==> src/rtl/bitplane_serializer.sv <==
// Captures one operand vector and streams it MSB-first as VEC_LENGTH-bit bit-planes,
// optionally skipping all-zero planes so the bit-serial PE array never idles on them.
module bitplane_serializer #(
    parameter int DATA_WIDTH = 8,
    parameter int VEC_LENGTH = 8,
    parameter int ZERO_SKIP  = 0
) (
    input  logic                          clk,
    input  logic                          reset,
    input  logic [DATA_WIDTH-1:0]         d_in [VEC_LENGTH-1:0],
    input  logic                          load_valid,
    output logic                          load_ready,
    output logic [VEC_LENGTH-1:0]         bp_out,
    output logic [$clog2(DATA_WIDTH)-1:0] bp_idx,
    output logic                          bp_valid,
    input  logic                          bp_ready,
    output logic                          bp_last,
    output logic                          busy
);

    localparam int IDX_W = $clog2(DATA_WIDTH);
    localparam logic [IDX_W-1:0] TOP_IDX = IDX_W'(DATA_WIDTH - 1);

    typedef enum logic {
        IDLE,
        SHIFT
    } state_t;

    state_t                state_q, state_d;
    logic [DATA_WIDTH-1:0] data_q [VEC_LENGTH-1:0];
    logic [DATA_WIDTH-1:0] data_d [VEC_LENGTH-1:0];
    logic [IDX_W-1:0]      idx_q, idx_d;

    logic [DATA_WIDTH-1:0] nz_cur, nz_in;
    logic [VEC_LENGTH-1:0] plane;
    logic                  start_found, next_found, last_plane;
    logic [IDX_W-1:0]      start_idx, next_idx;

    // Returns {found, index} of the highest set mask bit strictly below limit.
    function automatic logic [IDX_W:0] highest_below(input logic [DATA_WIDTH-1:0] mask,
                                                     input int limit);
        logic             found;
        logic [IDX_W-1:0] hi;
        found = 1'b0;
        hi    = '0;
        for (int k = 0; k < DATA_WIDTH; k++) begin
            if (mask[k] && (k < limit)) begin
                found = 1'b1;
                hi    = IDX_W'(k);
            end
        end
        return {found, hi};
    endfunction

    // NOTE: every signal assigned in this block gets a default first, so no path can infer a latch.
    always_comb begin
        nz_cur = '0;
        nz_in  = '0;
        plane  = '0;
        for (int j = 0; j < VEC_LENGTH; j++) begin
            nz_cur   = nz_cur | data_q[j];
            nz_in    = nz_in | d_in[j];
            plane[j] = data_q[j][idx_q];
        end

        // An all-zero vector starts (and ends) at index 0 so the consumer still gets a last plane.
        {start_found, start_idx} = highest_below(nz_in, DATA_WIDTH);
        {next_found, next_idx}   = highest_below(nz_cur, int'(idx_q));
        last_plane = (ZERO_SKIP != 0) ? !next_found : (idx_q == '0);

        state_d = state_q;
        idx_d   = idx_q;
        data_d  = data_q;

        case (state_q)
            IDLE: begin
                if (load_valid) begin
                    data_d  = d_in;
                    idx_d   = (ZERO_SKIP != 0) ? start_idx : TOP_IDX;
                    state_d = SHIFT;
                end
            end
            SHIFT: begin
                if (bp_ready) begin
                    if (last_plane) begin
                        state_d = IDLE;
                    end else begin
                        idx_d = (ZERO_SKIP != 0) ? next_idx : (idx_q - IDX_W'(1));
                    end
                end
            end
            default: state_d = IDLE;
        endcase

        load_ready = (state_q == IDLE);
        busy       = (state_q == SHIFT);
        bp_valid   = busy;
        bp_out     = busy ? plane : '0;
        bp_idx     = busy ? idx_q : '0;
        bp_last    = busy && last_plane;
    end

    // NOTE: non-blocking assignments for all state so every register samples pre-edge values.
    always_ff @(posedge clk) begin
        if (reset) begin
            state_q <= IDLE;
            idx_q   <= '0;
            // NOTE: the captured vector is cleared on reset so no stale operand is ever visible.
            for (int j = 0; j < VEC_LENGTH; j++) begin
                data_q[j] <= '0;
            end
        end else begin
            state_q <= state_d;
            idx_q   <= idx_d;
            data_q  <= data_d;
        end
    end

    // The start-index search is only consumed in zero-skip mode; start_found is informational.
    logic unused_start_found;
    assign unused_start_found = start_found;

endmodule

==> config.mk <==
export PLATFORM = sky130hd
export DESIGN_NAME = bitplane_serializer
export DESIGN_NICKNAME = d
export VERILOG_FILES = /design/src/rtl/bitplane_serializer.sv
export SDC_FILE = /design/constraint.sdc
export NUM_CORES = 1
export LEC_CHECK = 0
export BUFFER_PORTS_ARGS = -buffer_cell sky130_fd_sc_hd__buf_4
export CAP_MARGIN = 20
export CORE_MARGIN = 10
export CORE_UTILIZATION = 52
export DETAILED_ROUTE_END_ITERATION = 16
export GPL_TIMING_DRIVEN = 1
export PLACE_DENSITY = 0.88
export SLEW_MARGIN = 20
export SYNTH_ARGS = -nofsm -noshare
export SYNTH_HDL_FRONTEND = slang
export SYNTH_SLANG_ARGS = --single-unit
export TNS_END_PERCENT = 1
==> constraint.sdc <==
create_clock -name clk -period 2.3 [get_ports clk]
set_input_delay 0.23 -clock clk [delete_from_list [all_inputs] [get_ports clk]]
set_output_delay 0.23 -clock clk [all_outputs]
set_load 0.03 [all_outputs]
==> out/metrics.cfg, run 1 <==
[cts]
cts_hold_buf = 0
cts_setup_buffers = 0
htreeDepth = 3
clk_pin_slew_ns = 0.07
cts_max_path_buffers = 2
cts_made_buffers = 9
root_buffer = clkbuf_8
clk_latency_ns = 0.33
clock_sinks = 68
cts_tree = yes
ctsResizeCount = 0

[cells_and_area]
areaGrowthSynthToFinish_pct = 27.72
diodes = 0
multiInputGateArea_um2 = 1434
layout_common_cells = nand2_1 (146), buf_4 (90), a21oi_1 (74)
seqCellArea_um2 = 1361
finalNetCount = 496
fin_util_pct = 69.08
final_common_cell = nand2_1
fillers = 457
drive_gt1_share_pct = 27.38

[pwr]
ir_drop_uv = 468.6
leakage_nw = 1.612
power_density_nw_per_um2 = 762.0

[worst_setup_path]
cp.arrival_ns = 1.96
cp_max_fo = 10
r2r_start = idx_q[0]$_SDFFE_PP0P_
crit_path_top_delay_cell = dfxtp_1
cpLargestDelayFamily = flip-flops
cp_common_cell = buf_4
path_buf_inv = 2
crit_path_max_incr_delay_ns = 0.62
cp-start-kind = register
worstSetupPathType = register to output pin
worstPathCellList = buf_4 > mux4_2 > nand2_1 > a21oi_1 > buf_4
worstPathRequired_ns = 2.07
setup.worst_path.start = idx_q[2]$_SDFFE_PP0P_
cp-end-kind = output pin

[route]
vias = 2663
ant_nets = 0
wire_per_inst_um = 15.84
wl_mm = 7.970
drc = 0
dr.pass1.iters = 4
vias_per_cell = 5.294
drt_iter0_drc = 122

[place]
portBuffers = 82
place_congestion = 0.7731
place_hpwl_mm = 5.587

[timing]
period_share_pct = 95.08
timing.setup.tns_ns = 0
worstMarginPinSlew_ns = 0.6729
fin_crit_ns = 2.187
slew_headroom_pct = 55.14
finalHoldViolations = 0
setup_viol = 0
slew_viol_final = 0
whs_ns = 0.1402
rsz0062_at_grt = no
timing.fmax_mhz = 457.3
fin_worst_skew_ns = 0.003084

[run]
cap_viol_max_count = 0

[global_routing]
grt-ovfl-total = 0
antenna_found_initial = 0
grt_pass1_wl_mm = 12.70
grt.total_usage_pct = 17.71
grt_pass1_vias = 2722
grt_max_degree = 69

[floorplan]
initial_core_util_pct = 54.09
ios = 83
die_x_um = 95.91
die_area_um2 = 9199
die_h_um = 95.91
rows = 27
core-area_um2 = 5540

[worst_hold_path]
min_path_type = primary input to register
hold_start = d_in[23]

[yosys]
netlist_instances = 353
ys_seq_area_share_pct = 45.43
synth.avg_cell_area_um2 = 8.489
ys_ff_latch = 68
yosysWarnings = 0
synth_nets = 423
yosys.cell_types.count = 20
syn_area_um2 = 2997

[run_status]
outcome = finished clean

==> flip-flops by register name, summed over array words and instances, names as in the netlist <==
name / count
bp_valid: 1
idx_q: 3
data_q: 64
==> cells in the mapped netlist (all sizes together) <==
library cell,n,share of area [%]
clkinv,1,0.13
nor2,5,0.63
nand2,146,18
a211oi,1,0.25
mux4,16,13
ha,2,0.83
buf,20,5.6
inv,2,0.25
a311oi,2,0.58
o21ai,1,0.29
dfxtp,68,45
clkbuf,9,1.1
nand2b,2,0.42
and2,2,0.42
nor2b,2,0.42
a21oi,74,12
==> layout make-up <==
| cell class | instances | share of cell area, % |
|---|---|---|
| clock inverters | 4 | 1.831 |
| multi-input cells | 253 | 37.46 |
| clock buffers | 12 | 4.315 |
| well taps | 72 | 2.354 |
| repair buffers | 91 | 18.18 |
| inverters | 3 | 0.2942 |
| flip-flops and latches | 68 | 35.57 |
==> kinds of logic after synthesis <==
family | Yosys count | share of synthesized area, %
adders and majority gates | 2 | 0.8349
DFF | 68 | 45.43
and+or+nand+nor | 157 | 20.17
buffers and inverters | 32 | 7.056
muxes | 16 | 13.03
AOI/OAI and AO/OA | 78 | 13.49
==> worst min-delay path: cells and delay by family <==
family,cells,cell delay [ns]
AND/OR/NAND/NOR,1,0.04
buffers and inverters,1,0.11
AO/OA/AOI/OAI,1,0.05
==> metrics by stage <==
step / worst slack (ns) / cell area, um^2 / cells / total power [mW]
finish: 0.1131 / 3827 / 503 / 2.917
global route: 0.04860 / 3827 / 503 / 3.051
CTS: 0.08528 / 3827 / 503 / 2.934
detailed placement: 0.4416 / 3592 / 487 / 1.825
global placement: 0.5597 / 3592 / 487 / 1.802
floorplan: 0.4771 / 2997 / 353 / 1.650
==> power by group <==
part	total [mW]	switching [mW]	internal, mW
Clock	1.12	0.421	0.696
Sequential	1.31	0.0503	1.26
Combinational	0.494	0.260	0.235
Total	2.92	0.730	2.19
==> worst paths after layout <==
kind / to / slack, ns / cells after the start
worst max-delay path: bp_out[3] / 0.11 / 5
worst min register to register: data_q[53]$_SDFFE_PP0P_ / 0.45 / 2
worst min-delay path: data_q[23]$_SDFFE_PP0P_ / 0.14 / 3
worst max register to register: idx_q[1]$_SDFFE_PP0P_ / 0.45 / 7
==> per-layer routing <==
layer,GRT usage (%),routed length (um),share of wire [%]
met5,0,0,0
met2,30.81,4121,52
met4,7.371,149,1.9
met3,6.304,712,8.9
met1,19.13,2986,37
Power figures use the tool's default switching activity.
==> run 2, diff against run 1 <==
--- a/config.mk
+++ b/config.mk
@@ -7,9 +7,9 @@
 export LEC_CHECK = 0
-export BUFFER_PORTS_ARGS = -buffer_cell sky130_fd_sc_hd__buf_4
 export CAP_MARGIN = 20
 export CORE_MARGIN = 10
-export CORE_UTILIZATION = 52
+export CORE_UTILIZATION = 35
 export DETAILED_ROUTE_END_ITERATION = 16
+export DONT_BUFFER_PORTS = 1
 export GPL_TIMING_DRIVEN = 1
-export PLACE_DENSITY = 0.88
+export PLACE_DENSITY = 0.58
 export SLEW_MARGIN = 20
==> constraint.sdc (replaced) <==
create_clock -name clk -period 2.3 [get_ports clk]
set_input_delay 0.345 -clock clk [delete_from_list [all_inputs] [get_ports clk]]
set_output_delay 0.345 -clock clk [all_outputs]
set_load 0.03 [all_outputs]
==> out/metrics.cfg, run 2 (same netlist as run 1, synthesis figures left out) <==
[timing]
fin_worst_skew_ns = 0.006072  ; +0.002988 ns
setup_viol = 0  ; unchanged
timing.setup.tns_ns = 0  ; unchanged
whs_ns = 0.06995  ; -0.07026 ns
worstMarginPinSlew_ns = 0.5492  ; -0.1237 ns
fin_crit_ns = 2.137  ; -0.04983 ns
slew_headroom_pct = 63.35  ; +8.2 points
rsz0062_at_grt = no
period_share_pct = 92.92  ; -2.2 points
slew_viol_final = 0  ; unchanged
timing.fmax_mhz = 467.9  ; +2.3%
finalHoldViolations = 0  ; unchanged

[floorplan]
initial_core_util_pct = 36.29  ; -18 points
die_area_um2 = 12660  ; +38%
ios = 83  ; unchanged
rows = 33  ; +22%
die_x_um = 112.5  ; +17%
core-area_um2 = 8258  ; +49%
die_h_um = 112.5  ; +17%

[cts]
cts_made_buffers = 9  ; unchanged
clk_pin_slew_ns = 0.07  ; about the same
cts_hold_buf = 0  ; unchanged
clock_sinks = 68  ; unchanged
cts_tree = yes
root_buffer = clkbuf_8
ctsResizeCount = 0  ; unchanged
cts_max_path_buffers = 2  ; unchanged
cts_setup_buffers = 0  ; unchanged
clk_latency_ns = 0.34  ; about the same
htreeDepth = 3  ; unchanged

[cells_and_area]
fillers = 881  ; +93%
areaGrowthSynthToFinish_pct = 11.19
layout_common_cells = nand2_1 (146), a21oi_1 (74), dfxtp_1 (68)
largest_reg_flops = 64  ; unchanged
fin_cells = 467  ; -7.2%
finalNetCount = 426  ; -14%
regMostFlops = data_q
drive_gt1_share_pct = 13.30  ; -14 points
final_common_cell = nand2_1

[global_routing]
grt_pass1_vias = 2309  ; -15%
grt_pass1_wl_mm = 11.96  ; -5.8%
antenna_found_initial = 0  ; unchanged
grt-ovfl-total = 0  ; unchanged
grt_max_degree = 69  ; unchanged
grt.total_usage_pct = 11.63  ; -6.1 points

[worst_setup_path]
r2r_start = idx_q[0]$_SDFFE_PP0P_
regToRegSetupSlack_ns = 0.61  ; +0.16 ns
crit_path_max_incr_delay_ns = 0.57  ; -0.05 ns
worstSetupPathType = register to output pin
r2r-end = idx_q[2]$_SDFFE_PP0P_
worstPathCellList = buf_4 > mux4_1 > nand2_1 > a21oi_1 > buf_4
cp_common_cell = buf_4
cp.arrival_ns = 1.79  ; -0.17 ns
cp_max_fo = 8  ; -2
cp-start-kind = register
rr_worst_depth = 7  ; unchanged
crit_path_top_delay_cell = mux4_1
worstPathRequired_ns = 1.96  ; -0.11 ns
cp-end-kind = output pin

[run_status]
outcome = finished clean

[pwr]
power_density_nw_per_um2 = 820.5  ; +7.7%
power_frac_seq_pct = 47.3  ; +2.5 points
ir_drop_uv = 372.5  ; -21%
internal_power_mw = 2.034  ; -7.0%
p_switching_mw = 0.7001  ; -4.1%
switching_share_pct = 25.61  ; +0.57 points
leakage_nw = 1.265  ; -22%
pwr-share-clk_pct = 38.6  ; +0.3 points
pwr-share-comb_pct = 14.2  ; -2.7 points

[route]
drc = 0  ; unchanged
vias = 2312  ; -13%
wl_mm = 7.550  ; -5.3%
vias_per_cell = 4.951  ; -6.5%
dr.pass1.iters = 4  ; unchanged
wire_per_inst_um = 16.17  ; +2.0%
ant_nets = 0  ; unchanged
drt_iter0_drc = 79  ; -35%

[run]
cap_viol_max_count = 0  ; unchanged

[place]
dp.cells = 450  ; -7.6%
place_hpwl_mm = 5.242  ; -6.2%
place_congestion = 0.7277  ; -5.9%
portBuffers = 0  ; -100%

[worst_hold_path]
worstHoldEndpoint = data_q[32]$_SDFFE_PP0P_
min_path_type = primary input to register
hold_depth = 1  ; -2
hold_start = reset

[run 2: stage by stage]
stage | instance area (um^2) | total power, mW | util, % | setup slack, ns
after floorplan | 2997 | 1.650 | - | 0.3621
after global placement | 3108 | 1.706 | 37.64 | 0.5143
after detailed placement | 3108 | 1.716 | 37.64 | 0.5096
after CTS | 3329 | 2.789 | 40.32 | 0.1194
after global routing | 3329 | 2.887 | 40.32 | 0.04607
final | 3332 | 2.734 | 40.35 | 0.1629
[run 2: final cells by class]
type                            instances  area, um^2  share of cell area (%)
Antenna cell                            1       2.502                 0.07510
Clock buffer                           13       178.9                   5.370
Clock inverter                          3       42.54                   1.277
Inverter                                3       11.26                  0.3380
Multi-Input combinational cell        253        1434                   43.03
Sequential cell                        68        1361                   40.86
Tap cell                              105       131.4                   3.943
Timing Repair Buffer                   21       170.2                   5.107
[run 2: power by group through the flow]
| stage | Clock (mW) | Combinational (mW) | Sequential [mW] |
|---|---|---|---|
| after global placement | 0 | 0.390 | 1.32 |
| after floorplan | 0 | 0.339 | 1.31 |
| after CTS | 1.10 | 0.396 | 1.29 |
| after detailed placement | 0 | 0.396 | 1.32 |
| final | 1.05 | 0.388 | 1.29 |
| after global routing | 1.16 | 0.431 | 1.30 |
[run 2: critical path: cells and delay by family (launching register included)]
family / cells / cell delay (ns)
DFF: 1 / 0.33
buffers and inverters: 2 / 0.40
AOI/OAI and AO/OA: 1 / 0.07
and+or+nand+nor: 1 / 0.09
muxes: 1 / 0.57
[run 2: metal layers]
metal  track usage (%)  wire length [um]
met1             13.33              3327
met2             18.54              3493
met3             5.911               635
met4             3.553                95
met5                 0                 0
[run 2: how the worst max path moves through the flow]
stage / endpoint / start / slack (ns)
after floorplan: bp_out[0] / bp_valid$_SDFF_PP0_ / 0.36
after global placement: bp_out[6] / idx_q[0]$_SDFFE_PP0P_ / 0.51
after detailed placement: bp_out[1] / idx_q[0]$_SDFFE_PP0P_ / 0.51
after CTS: bp_out[1] / idx_q[0]$_SDFFE_PP0P_ / 0.12
after global routing: bp_out[4] / idx_q[0]$_SDFFE_PP0P_ / 0.05
final: bp_out[1] / idx_q[0]$_SDFFE_PP0P_ / 0.16
